===== config.mk =====
export PLATFORM = sky130hd
export DESIGN_NAME = cic_vco_decimator_mc
export DESIGN_NICKNAME = d
export VERILOG_FILES = /design/src/rtl/cic_vco_pkg.sv /design/src/rtl/cic_vco_channel.sv /design/src/rtl/cic_vco_decimator_mc.sv
export SDC_FILE = /design/constraint.sdc
export NUM_CORES = 2
export LEC_CHECK = 0
export ABC_AREA = 1
export CAP_MARGIN = 20
export CORE_ASPECT_RATIO = 0.6
export CORE_MARGIN = 2
export CORE_UTILIZATION = 60
export CTS_BUF_LIST = sky130_fd_sc_hd__clkbuf_8 sky130_fd_sc_hd__clkbuf_16
export DETAILED_ROUTE_END_ITERATION = 6
export GPL_ROUTABILITY_DRIVEN = 1
export PLACE_DENSITY = 0.89
export SLEW_MARGIN = 5
export SYNTH_ARGS = -nofsm -noshare
export SYNTH_HDL_FRONTEND = slang
export SYNTH_SLANG_ARGS = --single-unit
export TNS_END_PERCENT = 100

===== constraint.sdc =====
create_clock -name CLK -period 6.05 [get_ports CLK]
set_clock_uncertainty 0.2 [all_clocks]
set_input_delay 0.605 -clock CLK [delete_from_list [all_inputs] [get_ports CLK]]
set_output_delay 0.605 -clock CLK [all_outputs]
set_load 0.01 [all_outputs]

===== src/rtl/cic_vco_pkg.sv =====
// Shared types and sizing helpers for the multi-channel VCO CIC decimator.
package cic_vco_pkg;

   typedef enum logic [1:0] {
      IDLE  = 2'd0,
      FLUSH = 2'd1,
      RUN   = 2'd2
   } state_e;

   function automatic int ow_calc(int iw, int order, int rmax_log2);
      return iw + 1 + order * rmax_log2;
   endfunction

   function automatic int dec_w_calc(int rmax_log2);
      return $clog2(rmax_log2 + 1);
   endfunction

   localparam int RMAX_LOG2_DEF = 4;
   localparam int DEC_W_DEF     = dec_w_calc(RMAX_LOG2_DEF);

endpackage


===== src/rtl/cic_vco_channel.sv =====
// One channel: phase differencing, integrator chain, decimated comb chain
// and the output register. Sequencing comes from the top.
module cic_vco_channel
   import cic_vco_pkg::*;
#(
   parameter int IW    = 6,
   parameter int ORDER = 3,
   parameter int OW    = 19
) (
   input  logic          clk,
   input  logic          rst_n,
   input  logic          clr,
   input  logic          run,
   input  logic          tick,
   input  logic [IW-1:0] in_p,
   input  logic [IW-1:0] in_m,
   output logic [OW-1:0] out
);

   logic [IW-1:0] prev_p_q, prev_p_d;
   logic [IW-1:0] prev_m_q, prev_m_d;
   logic [IW-1:0] dp, dm;
   logic [IW:0]   d;
   logic [OW-1:0] integ_q [ORDER];
   logic [OW-1:0] integ_d [ORDER];
   logic [OW-1:0] dly_q [ORDER];
   logic [OW-1:0] dly_d [ORDER];
   logic [OW-1:0] x;
   logic [OW-1:0] res_q, res_d;
   logic [OW-1:0] out_q, out_d;
   logic          ld_q, ld_d;

   always_comb begin
      dp       = in_p - prev_p_q;
      dm       = in_m - prev_m_q;
      d        = {1'b0, dp} - {1'b0, dm};
      x        = integ_q[ORDER-1];
      prev_p_d = prev_p_q;
      prev_m_d = prev_m_q;
      integ_d  = integ_q;
      dly_d    = dly_q;
      res_d    = res_q;
      ld_d     = 1'b0;
      out_d    = out_q;
      if (clr) begin
         prev_p_d = in_p;
         prev_m_d = in_m;
         for (int k = 0; k < ORDER; k++) begin
            integ_d[k] = '0;
            dly_d[k]   = '0;
         end
         res_d = '0;
      end else if (run) begin
         prev_p_d   = in_p;
         prev_m_d   = in_m;
         integ_d[0] = integ_q[0] + {{(OW-IW-1){d[IW]}}, d};
         for (int k = 1; k < ORDER; k++) begin
            integ_d[k] = integ_q[k] + integ_q[k-1];
         end
         // Combs run at the decimated rate; result lands in OUT next edge.
         if (tick) begin
            for (int k = 0; k < ORDER; k++) begin
               dly_d[k] = x;
               x        = x - dly_q[k];
            end
            res_d = x;
            ld_d  = 1'b1;
         end
         if (ld_q) begin
            out_d = res_q;
         end
      end
   end

   always_ff @(posedge clk) begin
      if (!rst_n) begin
         prev_p_q <= '0;
         prev_m_q <= '0;
         for (int k = 0; k < ORDER; k++) begin
            integ_q[k] <= '0;
            dly_q[k]   <= '0;
         end
         res_q <= '0;
         ld_q  <= 1'b0;
         out_q <= '0;
      end else begin
         prev_p_q <= prev_p_d;
         prev_m_q <= prev_m_d;
         for (int k = 0; k < ORDER; k++) begin
            integ_q[k] <= integ_d[k];
            dly_q[k]   <= dly_d[k];
         end
         res_q <= res_d;
         ld_q  <= ld_d;
         out_q <= out_d;
      end
   end

   assign out = out_q;

endmodule


===== src/rtl/cic_vco_decimator_mc.sv =====
// Multi-channel differential VCO CIC decimator: run FSM, ratio latch,
// tick generation and valid strobe; the channels carry the arithmetic.
module cic_vco_decimator_mc
   import cic_vco_pkg::*;
#(
   parameter  int NCH       = 4,
   parameter  int IW        = 6,
   parameter  int ORDER     = 3,
   parameter  int RMAX_LOG2 = 4,
   localparam int OW        = ow_calc(IW, ORDER, RMAX_LOG2),
   localparam int DW        = dec_w_calc(RMAX_LOG2)
) (
   input  logic              CLK,
   input  logic              RES,
   input  logic              ENABLE,
   input  logic [DW-1:0]     DEC_LOG2,
   input  logic [NCH*IW-1:0] IN_p,
   input  logic [NCH*IW-1:0] IN_m,
   output logic [NCH*OW-1:0] OUT,
   output logic              OUT_VALID,
   output logic              BUSY
);

   localparam int CW = RMAX_LOG2;
   localparam int FW = $clog2(ORDER + 1);

   state_e        state_q, state_d;
   logic [DW-1:0] r_log2_q, r_log2_d;
   logic [CW-1:0] cnt_q, cnt_d;
   logic [FW-1:0] fcnt_q, fcnt_d;
   logic          pend_q, pend_d;
   logic          valid_q, valid_d;
   logic [DW-1:0] dec_clamp;
   logic [CW-1:0] rmask;
   logic          busy;
   logic          run;
   logic          clr;
   logic          tick;

   assign dec_clamp = (DEC_LOG2 > DW'(RMAX_LOG2)) ?
                      DW'(RMAX_LOG2) : DEC_LOG2;
   assign rmask = CW'((32'd1 << r_log2_q) - 32'd1);
   assign busy  = (state_q != IDLE);
   assign run   = busy && ENABLE;
   assign clr   = (state_q == IDLE) && ENABLE;
   assign tick  = run && (cnt_q == rmask);

   always_comb begin
      state_d  = state_q;
      r_log2_d = r_log2_q;
      cnt_d    = cnt_q;
      fcnt_d   = fcnt_q;
      pend_d   = 1'b0;
      valid_d  = 1'b0;
      case (state_q)
         IDLE: begin
            if (ENABLE) begin
               state_d  = FLUSH;
               r_log2_d = dec_clamp;
               cnt_d    = '0;
               fcnt_d   = '0;
            end
         end
         FLUSH: begin
            if (!ENABLE) begin
               state_d = IDLE;
            end else begin
               cnt_d = tick ? '0 : cnt_q + CW'(1);
               // Results stay hidden until the comb delays hold real data.
               if (tick) begin
                  if (fcnt_q == FW'(ORDER)) begin
                     state_d = RUN;
                  end else begin
                     fcnt_d = fcnt_q + FW'(1);
                  end
               end
            end
         end
         RUN: begin
            if (!ENABLE) begin
               state_d = IDLE;
            end else begin
               cnt_d   = tick ? '0 : cnt_q + CW'(1);
               pend_d  = tick;
               valid_d = pend_q;
            end
         end
         default: state_d = IDLE;
      endcase
   end

   always_ff @(posedge CLK) begin
      if (!RES) begin
         state_q  <= IDLE;
         r_log2_q <= '0;
         cnt_q    <= '0;
         fcnt_q   <= '0;
         pend_q   <= 1'b0;
         valid_q  <= 1'b0;
      end else begin
         state_q  <= state_d;
         r_log2_q <= r_log2_d;
         cnt_q    <= cnt_d;
         fcnt_q   <= fcnt_d;
         pend_q   <= pend_d;
         valid_q  <= valid_d;
      end
   end

   for (genvar c = 0; c < NCH; c++) begin : g_ch
      cic_vco_channel #(
         .IW    (IW),
         .ORDER (ORDER),
         .OW    (OW)
      ) u_ch (
         .clk   (CLK),
         .rst_n (RES),
         .clr   (clr),
         .run   (run),
         .tick  (tick),
         .in_p  (IN_p[c*IW +: IW]),
         .in_m  (IN_m[c*IW +: IW]),
         .out   (OUT[c*OW +: OW])
      );
   end

   assign OUT_VALID = valid_q;
   assign BUSY      = busy;

endmodule


== Word-level counts from Yosys, hierarchy flattened ==
Cells that the tools add are included.
Word-level totals
  register bits after elaboration: 670
  logic and storage cells: 154
Operators by class
  $add $sub $neg: 39
  $lt $le $gt $ge: 1
  equality and inequality tests: 12
  shifts and indexed selects: 1
  mux-type cells: 33
  bitwise logic cells: 3
  reduce and logical (&&, ||, !) cells: 18
Operators with widths (count)
  $add A19 B19 Y19: 12
  $sub A19 B19 Y19: 12
  $mux W6: 16
  $sub A6 B6 Y6: 8
  $sub A6 B6 Y7: 4
  $mux W2: 9
  $mux W4: 3
  $ne A2 B2 Y1 const B: 5
  $reduce_and A3 Y1: 3
  $pmux W4 S2: 1
  $reduce_bool A2 Y1: 4
  $ne A3 B3 Y1 const B: 2
  $pmux W2 S3: 1
  $reduce_and A5 Y1: 1
  $add A4 B1 Y4 const B: 1
  $eq A2 B2 Y1 const B: 2
  $eq A4 B4 Y1: 1
  $pmux W2 S2: 1
  $reduce_and A2 Y1: 2
  $reduce_and A4 Y1: 1
  $reduce_or A2 Y1: 2
  $shl A1 B3 Y4 const A: 1
  $sub A4 B1 Y4 const B: 1
  $gt A3 B3 Y1 const B: 1
  other kinds (9): 13

== Depth between registers and ports, before layout ==
  word-level depth: 7
  mapped depth: 31
  mapped depth without buffers: 31

== By module ==
From an unflattened synthesis, not the netlist that was laid out.
Unflattened totals
  cells, all modules: 6917
  area total of the unflattened synthesis: 48188.7 sq um
Modules (own cells, without submodules)
  cic_vco_channel (g_ch[0].u_ch): times used 1, cells each 1702, area an instance 11868.9 sq um
  cic_vco_channel (g_ch[1].u_ch): times used 1, cells each 1700, area an instance 11846.4 sq um
  cic_vco_channel (g_ch[3].u_ch): times used 1, cells each 1704, area an instance 11840.1 sq um
  cic_vco_channel (g_ch[2].u_ch): times used 1, cells each 1692, area an instance 11826.3 sq um
  cic_vco_decimator_mc: times used 1, cells each 119, area an instance 807.0 sq um

== Worst setup path before layout ==
Ideal clock, no wire load.
  path kind: register -> register
  from: register g_ch[0].u_ch.integ_q[0] (netlist bit)
  to: register g_ch[0].u_ch.res_q[18]
  library setup time: 0.109 ns
  data arrival time: 4.271 ns
  path slack: 1.470 ns
  stages on the path, launching flop included: 30
  period minus slack after synthesis: 4.580 ns
  path through: dfxtp_1 -> inv_1 -> ha_1 -> inv_1 -> fa_1 -> nand3_1 -> nand3_1 -> nand3_1 -> nand2_1 -> a21boi_0 -> nor2_1 -> nor2_1 -> xor2_1 -> ha_1 -> inv_1 -> nor3_1 -> nor3b_1 -> nand3_1 -> nand3_1 -> xor2_1 -> ha_1 -> inv_1 -> nor3_1 -> nand2_1 -> o311ai_0 -> inv_1 -> nand3_1 -> nand3_1 -> nand2_1 -> inv_1
On the way
  cells in the longest elaborated chain, start to end: 3
RTL lines
  from (decl): line cic_vco_channel.sv:24  | logic [OW-1:0] integ_q [ORDER];
  from (signal, indexed assignment): line cic_vco_channel.sv:90  | integ_q[k] <= integ_d[k];
  $sub A19 B19 Y19 (3 in a row): line cic_vco_channel.sv:64  | x = x - dly_q[k];
  to (signal assigned): line cic_vco_channel.sv:93  | res_q <= res_d;
  to (decl): line cic_vco_channel.sv:29  | logic [OW-1:0] res_q, res_d;
Every way passes these cells.
A chain may end at the register's enable or synchronous reset.

== Worst setup path in the final report ==
  from: register g_ch[1].u_ch.integ_q[0] (netlist bit)
  to: register g_ch[1].u_ch.res_q[18]
On the way
  cells in the longest elaborated chain, start to end: 3
RTL lines (line)
  from (decl): cic_vco_channel.sv:24
  from (signal, indexed assignment): cic_vco_channel.sv:90
  $sub A19 B19 Y19 (3 in a row): cic_vco_channel.sv:64
  to (signal assigned): cic_vco_channel.sv:93
  to (decl): cic_vco_channel.sv:29
Every way passes these cells.

==> run summary <==
Residual DRC count - 1
Gate Count Post-Synth - 6,797
Vias in the first global route - 41,456
Worst hold path type - in2reg
Top cell type's share of synthesized area - 0.283
Via density - 5.73
First-pass GRT wire length - 200,000 µm
RSZ-0062 raised after global routing - false
Clock Path Buffers - 3
FFs w/ async S/R, synth - 0
Placement Cell Area - 0.0493 mm²
Area contributors post-synth - dfxtp_1 28%, ha_1 13%, a21oi_1 9.1%
Hold-fix buffers, CTS - 0
Final setup viols - 0
Syn Std Cell Area - 0.0474 mm²
Slew Viols, Final - 0
Critical Path Max Stage Delay - 480 ps
Antenna diodes - 0
FMAX - 0.177 GHz
Number of antenna violations at the first check in global routing - 0
Initial Util - 0.609
Crit. Startpoint - g_ch[1].u_ch.integ_q[0]
Rows - 79
Internal - 12.7 mW
Post-Syn Nets - 7,389
Global route overflow - 0
Area grow syn2layout - 9.31%
Root Buffer - clkbuf_16
First-pass DRT Iterations - 7
WHS - 210 ps
Die X-Extent - 367 µm
#FFs+latches synth - 670
Power Density - 469 mW/mm²
Die Y - 222 µm
Worst path slowest cell - nor4_2
Clock Power Share - 0.191
Logic pwr share - 0.606
Worst-margin pin slew - 1090 ps
Crit. End Element - flip-flop
PortBufs - 131
YS warnings - 0
Final setup TNS - 0 ps
Core area - 0.0778 mm²
DR vias - 45,330
Worst Path Max Fanout - 6
GRT Util Overall - 0.288
DIE AREA - 0.0813 mm²
Worst vdd ir - 0.329 mV
Final min period - 5650 ps
P_sw - 11.6 mW
Worst-Skew Late Latency - 660 ps
Clk pin slew, worst setup/hold paths - 70 ps
Non-Filler Cell Area, Final - 0.0518 mm²
Clk sinks - 670
Final Hold Viols - 0
Lkg Pwr - 24.7 nW
Most frequent cell after synthesis - nand2_1
Worst r2r src - g_ch[1].u_ch.integ_q[0]
Ratio of cells with drive above 1 in the final layout - 0.0261
Failing checks - design-rule violations
Largest net degree at the start of global routing - 182
Utilization after layout - 0.665
Hpwl dp - 87,300 µm
Io pins - 132
Final non-filler cell total - 7,909
Period Utilization, post-route - 0.934
Hold path start - ENABLE
WS Path Type - reg2reg
Crit path DAT - 6000 ps
Synth Area per Inst - 6.97 µm²
Max cap viols - 0
Reg power frac - 0.203
Unique masters post-synth - 47
Post-synth top flop - dfxtp_1
Register area share after synthesis - 0.283
WL final - 122,000 µm
CP Launch Type - flip-flop
Switching share of power - 0.477
Num CTS Buffers - 69
Max_slew headroom - 0.272
Routability cong. - 0.987
Iter 0 DRT Violations - 4,160
Number of placed instances, taps included - 7,780
Required @ worst endpoint - 6400 ps
H-tree levels - 3
Mean routed wirelength per cell - 15.4 µm
ANT nets after route - 0
Area leader, netlist - dfxtp_1
# nets final - 7,395
Synth top cells by count - 968 x nand2_1, 944 x inv_1, 864 x a21oi_1
Post-synth EDFFs - 0
Outcome - complete, but fails checks
CTS tree - done
-- power by group through the flow --
stage / clock network [mW] / registers (mW) / logic [mW]
after global placement: 0 / 5.01 / 13.9
after detailed placement: 0 / 5.01 / 14.2
final: 4.63 / 4.92 / 14.7
after global routing: 4.89 / 4.95 / 16.4
after floorplan: 0 / 4.93 / 11.1
after CTS: 4.69 / 4.92 / 14.4
-- flip-flops by register name (all words and copies together), names as in the netlist --
| signal | flops |
|---|---|
| pend_q | 1 |
| fcnt_q | 2 |
| g_ch.u_ch.res_q | 76 |
| g_ch.u_ch.integ_q | 228 |
| g_ch.u_ch.out | 76 |
| cnt_q | 4 |
| g_ch.u_ch.dly_q | 228 |
| g_ch.u_ch.prev_m_q | 24 |
| OUT_VALID | 1 |
| r_log2_q | 3 |
| g_ch.u_ch.ld_q | 1 |
| state_q | 2 |
| g_ch.u_ch.prev_p_q | 24 |
-- critical path, delay by kind of cell, from the launching register on --
family          cells  cell delay (ps)
flops               1              340
buf+inv             6              520
xor+xnor            2              250
simple gates       14             2290
fa+ha+maj           4             1390
compound gates      2              550
-- timing repair --
item | CTS | global route
hold endpoints to repair | 0 | 0
endpoints found under the setup margin | 0 | 4
setup buffers | 0 | 2
gates resized for setup | 0 | 5
-- cells by family after synthesis --
family	Yosys count	share of synthesized area
AND/OR/NAND/NOR	2167	0.190
adder cells (fa/ha/maj)	538	0.148
AO/OA/AOI/OAI	1883	0.216
XOR/XNOR	365	0.0675
buffers and inverters	1174	0.0949
flip-flops	670	0.283
-- final timing paths --
| path | end | slack [ps] | cells after the start |
|---|---|---|---|
| max | g_ch[1].u_ch.res_q[18] | 400 | 28 |
| min | g_ch[1].u_ch.integ_q[17] | 210 | 3 |
| max reg2reg | g_ch[1].u_ch.res_q[18] | 400 | 28 |
| min reg2reg | OUT_VALID | 230 | 2 |
-- area by class of cell --
cell class | instances | area [µm²]
Multi-Input combinational cell | 4953 | 29500
Fill cell | 6593 | 26000
Sequential cell | 670 | 13400
Inverter | 949 | 3580
Clock buffer | 84 | 1960
Timing Repair Buffer | 160 | 1560
Tap cell | 1053 | 1320
Clock inverter | 40 | 458
-- cell usage in the layout, fill, tap and decap left out, types with 149 or more instances in the layout --
master   Yosys  final
nand2_1    968    967
a21oi_1    864    864
nand3_1    406    406
ha_1       502    502
xnor2_1    149    149
o21ai_0    675    675
dfxtp_1    670    669
inv_1      944    952
xor2_1     216    216
nor2_1     636    635
-- metrics by stage --
step | setup slack (ps) | power (mW)
floorplan | 1470 | 16.0
global placement | 382 | 18.9
detailed placement | 259 | 19.2
CTS | 178 | 24.0
global route | 37.1 | 26.3
finish | 402 | 24.3
-- per-layer routing --
metal  GRT usage  part of all wire  up-vias
li1            -                 -    22817
met1       0.412              0.48    20882
met2       0.451              0.44     1453
met4      0.0661             0.018        0
met5           0                 0        -
met3      0.0495             0.069      178
Note: power is estimated with default switching activity, not from simulation.
